## src/rtl/mem_arbiter_if.sv

```systemverilog
// Bus bundle for mem_arbiter: requester channels, the single-port memory
// command/response pair, the output-window mirror and the protection flag.
// The slave modport is the arbiter's view; master is the requester/memory side.
interface mem_arbiter_if #(
  parameter int N_CH   = 3,
  parameter int ADDR_W = 15,
  parameter int DATA_W = 16
);
  logic [N_CH-1:0]        req;
  logic [N_CH-1:0]        we;
  logic [N_CH*ADDR_W-1:0] addr;
  logic [N_CH*DATA_W-1:0] wdata;
  logic                   hi_pri;
  logic [N_CH-1:0]        gnt;
  logic [N_CH-1:0]        rvalid;
  logic [DATA_W-1:0]      rdata;
  logic                   mem_we;
  logic [ADDR_W-1:0]      mem_addr;
  logic [DATA_W-1:0]      mem_din;
  logic [DATA_W-1:0]      mem_dout;
  logic                   out_valid;
  logic [ADDR_W-1:0]      out_addr;
  logic [DATA_W-1:0]      out_data;
  logic                   wprot_err;

  modport slave (
    input  req, we, addr, wdata, hi_pri, mem_dout,
    output gnt, rvalid, rdata, mem_we, mem_addr, mem_din,
           out_valid, out_addr, out_data, wprot_err
  );

  modport master (
    output req, we, addr, wdata, hi_pri, mem_dout,
    input  gnt, rvalid, rdata, mem_we, mem_addr, mem_din,
           out_valid, out_addr, out_data, wprot_err
  );
endinterface

```

## src/rtl/mem_arbiter.sv

```systemverilog
// mem_arbiter: N_CH-channel round-robin arbiter in front of a single-port
// synchronous memory. Channel 0 can pre-empt rotation via hi_pri. Grants are
// combinational; the memory command is registered one cycle later and read
// data returns on rvalid two cycles after the grant. Writes into the output
// window are mirrored on out_*.
// Optional feature: define MEM_ARB_WPROT_EN to block writes into the
// read-only region (the write is granted but suppressed, wprot_err pulses).
module mem_arbiter #(
  parameter int N_CH     = 3,
  parameter int ADDR_W   = 15,
  parameter int DATA_W   = 16,
  parameter int OUT_BASE = 19968,
  parameter int OUT_SIZE = 512,
  parameter int RO_BASE  = 8192,
  parameter int RO_SIZE  = 11264
) (
  input  logic         clk,
  input  logic         reset,
  mem_arbiter_if.slave bus
);

  localparam int CH_W = (N_CH > 1) ? $clog2(N_CH) : 1;

  // Window bounds are one bit wider than the address so a top of 2^ADDR_W
  // stays representable instead of wrapping to zero.
  localparam logic [ADDR_W:0] OUT_LO = (ADDR_W+1)'(OUT_BASE);
  localparam logic [ADDR_W:0] OUT_HI = (ADDR_W+1)'(OUT_BASE + OUT_SIZE);
  localparam logic [ADDR_W:0] RO_LO  = (ADDR_W+1)'(RO_BASE);
  localparam logic [ADDR_W:0] RO_HI  = (ADDR_W+1)'(RO_BASE + RO_SIZE);

`ifdef MEM_ARB_WPROT_EN
  localparam bit WPROT_EN = 1'b1;
`else
  localparam bit WPROT_EN = 1'b0;
`endif

  // Arbitration result for the current cycle
  logic [N_CH-1:0]   w_gnt;
  logic [CH_W-1:0]   w_sel;
  logic              w_any;

  // Granted channel's command
  logic              w_sel_we;
  logic [ADDR_W-1:0] w_sel_addr;
  logic [DATA_W-1:0] w_sel_wdata;
  logic [ADDR_W:0]   w_addr_x;
  logic              w_out_hit;
  logic              w_ro_hit;
  logic              w_ro_block;

  // Pipeline state
  logic [CH_W-1:0]   r_last_gnt;
  logic              r_mem_we;
  logic [ADDR_W-1:0] r_mem_addr;
  logic [DATA_W-1:0] r_mem_din;
  logic [N_CH-1:0]   r_rd_oh1;
  logic [N_CH-1:0]   r_rvalid;
  logic              r_out_valid;
  logic [ADDR_W-1:0] r_out_addr;
  logic [DATA_W-1:0] r_out_data;

  // Pick the winner: hi_pri channel 0 first, else rotate from last_gnt+1.
  always_comb begin
    logic [CH_W-1:0] j;
    // NOTE: every output gets a default before any branch, so no latch can
    // be inferred; blocking '=' is used because later statements read the
    // values written earlier in the same pass.
    w_gnt = '0;
    w_sel = '0;
    w_any = 1'b0;
    j     = '0;
    if (!reset) begin
      if (bus.hi_pri && bus.req[0]) begin
        w_gnt[0] = 1'b1;
        w_sel    = '0;
        w_any    = 1'b1;
      end else begin
        for (int k = 1; k <= N_CH; k++) begin
          j = CH_W'((int'(r_last_gnt) + k) % N_CH);
          if (!w_any && bus.req[j]) begin
            w_gnt[j] = 1'b1;
            w_sel    = j;
            w_any    = 1'b1;
          end
        end
      end
    end
  end

  // Mux the granted channel's command and classify its address.
  always_comb begin
    w_sel_we    = bus.we[w_sel];
    w_sel_addr  = bus.addr[w_sel*ADDR_W +: ADDR_W];
    w_sel_wdata = bus.wdata[w_sel*DATA_W +: DATA_W];
    w_addr_x    = {1'b0, w_sel_addr};
    w_out_hit   = (w_addr_x >= OUT_LO) && (w_addr_x < OUT_HI);
    w_ro_hit    = (w_addr_x >= RO_LO) && (w_addr_x < RO_HI);
  end

  assign w_ro_block = WPROT_EN & w_ro_hit & w_sel_we;

  // Register the memory command, read pipeline, mirror and rotation pointer.
  always_ff @(posedge clk) begin
    // NOTE: sequential state uses non-blocking '<=' so every register samples
    // the pre-edge values of the others, independent of statement order.
    if (reset) begin
      r_last_gnt  <= CH_W'(N_CH - 1);
      r_mem_we    <= 1'b0;
      r_mem_addr  <= '0;
      r_mem_din   <= '0;
      r_rd_oh1    <= '0;
      r_rvalid    <= '0;
      r_out_valid <= 1'b0;
      r_out_addr  <= '0;
      r_out_data  <= '0;
    end else begin
      if (w_any) begin
        r_last_gnt <= w_sel;
        r_mem_addr <= w_sel_addr;
        r_mem_din  <= w_sel_wdata;
      end
      r_mem_we    <= w_any & w_sel_we & ~w_ro_block;
      r_rd_oh1    <= (w_any && !w_sel_we) ? w_gnt : '0;
      r_rvalid    <= r_rd_oh1;
      r_out_valid <= w_any & w_sel_we & w_out_hit;
      if (w_any && w_sel_we && w_out_hit) begin
        r_out_addr <= w_sel_addr;
        r_out_data <= w_sel_wdata;
      end
    end
  end

`ifdef MEM_ARB_WPROT_EN
  logic r_wprot_err;

  // Flag a write that was granted but kept away from the read-only region.
  always_ff @(posedge clk) begin
    if (reset) r_wprot_err <= 1'b0;
    else       r_wprot_err <= w_any & w_ro_block;
  end

  assign bus.wprot_err = r_wprot_err & ~reset;
`else
  assign bus.wprot_err = 1'b0;
`endif

  // Outputs are forced low for the whole reset window, including the first
  // reset cycle before the synchronous clear has taken effect.
  assign bus.gnt       = w_gnt;
  assign bus.rvalid    = reset ? '0 : r_rvalid;
  assign bus.rdata     = (!reset && (|r_rvalid)) ? bus.mem_dout : '0;
  assign bus.mem_we    = r_mem_we & ~reset;
  assign bus.mem_addr  = reset ? '0 : r_mem_addr;
  assign bus.mem_din   = reset ? '0 : r_mem_din;
  assign bus.out_valid = r_out_valid & ~reset;
  assign bus.out_addr  = reset ? '0 : r_out_addr;
  assign bus.out_data  = reset ? '0 : r_out_data;

endmodule

```

## src/flat_wrapper.sv

```systemverilog
// flat-port wrapper written by rule: the top's interface ports become plain ports
module mem_arbiter_flat 
#(
  parameter int N_CH     = 3,
  parameter int ADDR_W   = 15,
  parameter int DATA_W   = 16,
  parameter int OUT_BASE = 19968,
  parameter int OUT_SIZE = 512,
  parameter int RO_BASE  = 8192,
  parameter int RO_SIZE  = 11264
)
  (clk, reset, bus_req, bus_we, bus_addr, bus_wdata, bus_hi_pri, bus_mem_dout, bus_gnt, bus_rvalid, bus_rdata, bus_mem_we, bus_mem_addr, bus_mem_din, bus_out_valid, bus_out_addr, bus_out_data, bus_wprot_err);
  mem_arbiter_if #(.N_CH(N_CH), .ADDR_W(ADDR_W), .DATA_W(DATA_W)) bus_i ();
  input  logic clk;
  input  logic reset;
  input wire logic [$bits(bus_i.req)-1:0] bus_req;
  input wire logic [$bits(bus_i.we)-1:0] bus_we;
  input wire logic [$bits(bus_i.addr)-1:0] bus_addr;
  input wire logic [$bits(bus_i.wdata)-1:0] bus_wdata;
  input wire logic [$bits(bus_i.hi_pri)-1:0] bus_hi_pri;
  input wire logic [$bits(bus_i.mem_dout)-1:0] bus_mem_dout;
  output wire logic [$bits(bus_i.gnt)-1:0] bus_gnt;
  output wire logic [$bits(bus_i.rvalid)-1:0] bus_rvalid;
  output wire logic [$bits(bus_i.rdata)-1:0] bus_rdata;
  output wire logic [$bits(bus_i.mem_we)-1:0] bus_mem_we;
  output wire logic [$bits(bus_i.mem_addr)-1:0] bus_mem_addr;
  output wire logic [$bits(bus_i.mem_din)-1:0] bus_mem_din;
  output wire logic [$bits(bus_i.out_valid)-1:0] bus_out_valid;
  output wire logic [$bits(bus_i.out_addr)-1:0] bus_out_addr;
  output wire logic [$bits(bus_i.out_data)-1:0] bus_out_data;
  output wire logic [$bits(bus_i.wprot_err)-1:0] bus_wprot_err;
  assign bus_i.req = bus_req;
  assign bus_i.we = bus_we;
  assign bus_i.addr = bus_addr;
  assign bus_i.wdata = bus_wdata;
  assign bus_i.hi_pri = bus_hi_pri;
  assign bus_i.mem_dout = bus_mem_dout;
  assign bus_gnt = bus_i.gnt;
  assign bus_rvalid = bus_i.rvalid;
  assign bus_rdata = bus_i.rdata;
  assign bus_mem_we = bus_i.mem_we;
  assign bus_mem_addr = bus_i.mem_addr;
  assign bus_mem_din = bus_i.mem_din;
  assign bus_out_valid = bus_i.out_valid;
  assign bus_out_addr = bus_i.out_addr;
  assign bus_out_data = bus_i.out_data;
  assign bus_wprot_err = bus_i.wprot_err;
  mem_arbiter #(.N_CH(N_CH), .ADDR_W(ADDR_W), .DATA_W(DATA_W), .OUT_BASE(OUT_BASE), .OUT_SIZE(OUT_SIZE), .RO_BASE(RO_BASE), .RO_SIZE(RO_SIZE)) u_core (.clk(clk), .reset(reset), .bus(bus_i));
endmodule
```

## config.mk

```make
export PLATFORM = sky130hd
export DESIGN_NAME = mem_arbiter_flat
export DESIGN_NICKNAME = d
export VERILOG_FILES = /design/src/rtl/mem_arbiter_if.sv /design/src/rtl/mem_arbiter.sv /design/src/flat_wrapper.sv
export SDC_FILE = /design/constraint.sdc
export NUM_CORES = 1
export LEC_CHECK = 0
export CAP_MARGIN = 5
export CORE_UTILIZATION = 39
export CTS_BUF_LIST = sky130_fd_sc_hd__clkbuf_16
export DETAILED_ROUTE_END_ITERATION = 6
export PLACE_DENSITY_LB_ADDON = 0.3
export SETUP_SLACK_MARGIN = 0.2
export SYNTH_ARGS = -nofsm -noshare
export SYNTH_HDL_FRONTEND = slang
export SYNTH_SLANG_ARGS = --single-unit
```

## constraint.sdc

```tcl
create_clock -name clk -period 2.8 [get_ports clk]
set_input_delay 0.56 -clock clk [delete_from_list [all_inputs] [get_ports clk]]
set_output_delay 0.56 -clock clk [all_outputs]
set_load 0.02 [all_outputs]
```

==> impl_metrics.json <==
{
  "status": "completed",
  "skew_ns": 0.00922,
  "power_density_nw_per_um2": 615,
  "grt_max_degree": 64,
  "num_rows": 35,
  "dp_hpwl_mm": 9.28,
  "ys_seq_elements": 72,
  "max_stage_delay_ns": 0.40,
  "startpoint_type": "input pin",
  "cts_tree": "built",
  "drtIter0Drc": 152,
  "met1_usage": 0.280,
  "synth_top_area_share": 0.384,
  "vias": 4143,
  "clockBufferDepth": 2,
  "critPathArrivalTime_ns": 2.18,
  "cts_inserted_buffers": 9,
  "cp_cell_sequence": "clkdlybuf4s15_1 -> buf_4 -> a32oi_1 -> o32ai_2 -> a222oi_1 -> nor2_1 -> buf_4",
  "syn-num-nets": 578,
  "diodes": 0,
  "cts_root_buffer": "clkbuf_16",
  "p_comb_frac": 0.406,
  "leakagePower_nw": 2.87,
  "track_usage": 0.246,
  "cts_num_sinks": 72,
  "wirelength_mm": 12.8,
  "swShare": 0.316,
  "dr.pass1.iters": 4,
  "p_int_mw": 2.75,
  "setup_viol": 0,
  "crit_type": "input pin to primary output",
  "ys_top_cells_by_area": "dfxtp_1 (38%), nor2b_1 (8.0%), mux2i_1 (7.2%)",
  "required_ns": 2.24,
  "cp-endpoint": "bus_gnt[1]",
  "nNetsFinal": 796,
  "fin_hold_ws_ns": 0.441,
  "worstMarginPinSlew_ns": 0.561,
  "use_met2": 0.437,
  "final_common_cell": "clkdlybuf4s50_1",
  "core-area_um2": 9280,
  "ys.flop_type": "dfxtp_1",
  "max_slew_margin": 0.626,
  "switchingPower_mw": 1.27,
  "io_pins": 205,
  "pwr-share-clk": 0.279,
  "p_seq_frac": 0.316,
  "die_x_um": 100,
  "peakVddDrop_mv": 0.297,
  "place_ws_ns": -0.411,
  "reg2regPathDepth": 14,
  "worstSetupEndpointType": "primary output",
  "hold_viol_final": 0,
  "crit_fanout": 8,
  "post-route-period-util": 0.977,
  "startpoint": "bus_req[1]",
  "path_clk_slew_ns": 0.05,
  "cts.htree.levels": 3,
  "worst_path_most_repeated_cell": "buf_4",
  "grt.overflow.total": 0,
  "avgSynthCellArea_um2": 8.23,
  "drc": 0,
  "synth_cell_type_count": 44,
  "synthToLayoutAreaGrowth_pct": 74.6,
  "synth-edff-count": 0,
  "rr_endpoint": "u_core.r_rd_oh1[0]",
  "initial_core_util": 0.404,
  "critPathSlowestCell": "a222oi_1",
  "ys_seq_area_frac": 0.384,
  "grt_pass1_vias": 3915,
  "vias_per_cell": 5.13,
  "syn_inst": 456,
  "cp.depth": 7,
  "fmax_mhz": 365,
  "path_delay_family": "compound AO/OA/AOI/OAI gates",
  "worst_slack_ns": 0.0640,
  "layout_common_cells": "clkdlybuf4s50_1 (194), dfxtp_1 (70), nand2_1 (64), nor2b_1 (47), buf_4 (39)",
  "gp_congestion": 0.840,
  "fin_util": 0.706,
  "dieArea_um2": 10000,
  "insertion_delay_ns": 0.33,
  "path_buf_inv": 3,
  "gr-usage-met3": 0.0564,
  "portBuffers": 203,
  "cap_violations": 0,
  "ant_nets": 0,
  "grt_pass1_wl_mm": 19.3,
  "yosys_warnings": 0,
  "wl_per_cell_um": 15.9,
  "globalRoute.busiestLayer": "met2",
  "netlist_area_um2": 3750,
  "fin_crit_ns": 2.74,
  "layout-drive-gt1-share": 0.131,
  "synth_area_leader_cell": "dfxtp_1",
  "antenna_found_initial": 0,
  "hp-class": "flip-flop to flip-flop",
  "fp.dieH_um": 100,
  "reg2reg_from": "u_core.r_last_gnt[1]",
  "r2r_slack_ns": 0.15,
  "ctsHoldBuffers": 0,
  "ys_async_sr_fraction": 0,
  "grt_setup_unrepaired": "yes",
  "slew_violations": 0
}
[state kept, by name, indices dropped and copies added, names as in the netlist, 2 cells and up]
signal,flops
u_core.r_mem_din,16
u_core.r_out_data,16
u_core.r_mem_addr,15
u_core.r_out_addr,15
u_core.r_rd_oh1,3
u_core.r_rvalid,3
u_core.r_last_gnt,2
[how the worst min path moves through the flow]
| stage | startpoint | endpoint | slack, ns | depth (start not counted) |
|---|---|---|---|---|
| 2_1_floorplan | u_core.r_rd_oh1[0] | u_core.r_rvalid[0] | 0.41 | 1 |
| 5_1_grt | u_core.r_rd_oh1[0] | u_core.r_rvalid[0] | 0.45 | 1 |
| 6_report | u_core.r_rd_oh1[1] | u_core.r_rvalid[1] | 0.44 | 1 |
| 3_3_place_gp | u_core.r_rd_oh1[1] | u_core.r_rvalid[1] | 0.43 | 1 |
| 3_5_place_dp | u_core.r_rd_oh1[0] | u_core.r_rvalid[0] | 0.43 | 1 |
| 4_1_cts | u_core.r_rd_oh1[0] | u_core.r_rvalid[0] | 0.44 | 1 |
[worst reg2reg max path: stages (launching register included)]
cell	delay [ns]
dfxtp_4	0.35
buf_4	0.14
ha_4	0.25
nand2b_4	0.15
a22o_1	0.27
a222oi_1	0.27
a21oi_1	0.14
buf_4	0.15
buf_4	0.12
buf_4	0.12
buf_4	0.12
buf_4	0.12
buf_4	0.12
buf_4	0.11
and2_1	0.12
[cells by family after synthesis]
kind of cell | share of synthesized area
AO/OA/AOI/OAI | 0.225
adder cells (fa/ha/maj) | 0.0133
buffers and inverters | 0.0833
flip-flops | 0.384
multiplexers | 0.0720
other | 0.000999
AND/OR/NAND/NOR | 0.221
[synthesized netlist by cell type, types with 2 or more instances]
cell / number
a21oi_1: 5
a222oi_1: 2
a22oi_1: 4
a31oi_1: 3
and2_1: 21
buf_2: 4
buf_4: 3
buf_6: 4
clkbuf_1: 29
dfxtp_1: 72
ha_1: 4
inv_1: 30
mux2i_1: 27
nand2_1: 64
nand2b_1: 6
nand4_1: 2
nor2_1: 6
nor2b_1: 48
nor3b_1: 2
nor4b_1: 2
o21ai_0: 34
o22a_1: 30
o22ai_1: 31
o31ai_1: 2
or2_1: 2
[power by group through the flow]
| stage | Sequential, mW | Clock (mW) | Combinational, mW |
|---|---|---|---|
| floorplan | 1.28 | 0 | 0.867 |
| global placement | 1.28 | 0 | 1.46 |
| detailed placement | 1.29 | 0 | 1.50 |
| CTS | 1.27 | 1.15 | 1.55 |
| global route | 1.29 | 1.19 | 1.75 |
| finish | 1.27 | 1.12 | 1.63 |
[metrics by stage]
| stage | std cells | area, um2 | setup TNS, ns | total power, mW |
|---|---|---|---|---|
| after floorplan | 456 | 3750 | 0 | 2.14 |
| after global placement | 779 | 6030 | -8.97 | 2.75 |
| after detailed placement | 779 | 6030 | -14.97 | 2.79 |
| after CTS | 803 | 6420 | 0 | 3.97 |
| after global routing | 808 | 6560 | -0.0217 | 4.23 |
| final | 808 | 6560 | 0 | 4.03 |
[repair_timing]
action	CTS	global route
buffers inserted	8	5
pin swaps	6	10
gates resized for setup	27	29
endpoints found under the setup margin	83	59
endpoints found under the hold margin	0	0
[per-layer routing]
metal	vias up	routed length [um]
li1	2023	-
met3	22	980
met5	-	0
met2	199	6450
met1	1899	5070
met4	0	318
[layout make-up]
class / count / area [um2]
sequential: 72 / 1450
tap: 129 / 161
clock inverter: 7 / 71.3
multi-input combinational: 313 / 2120
fill: 715 / 2730
clock buffer: 9 / 225
timing repair buffer: 247 / 2410
inverter: 31 / 119
No activity file was read; power rests on OpenSTA's default activity.
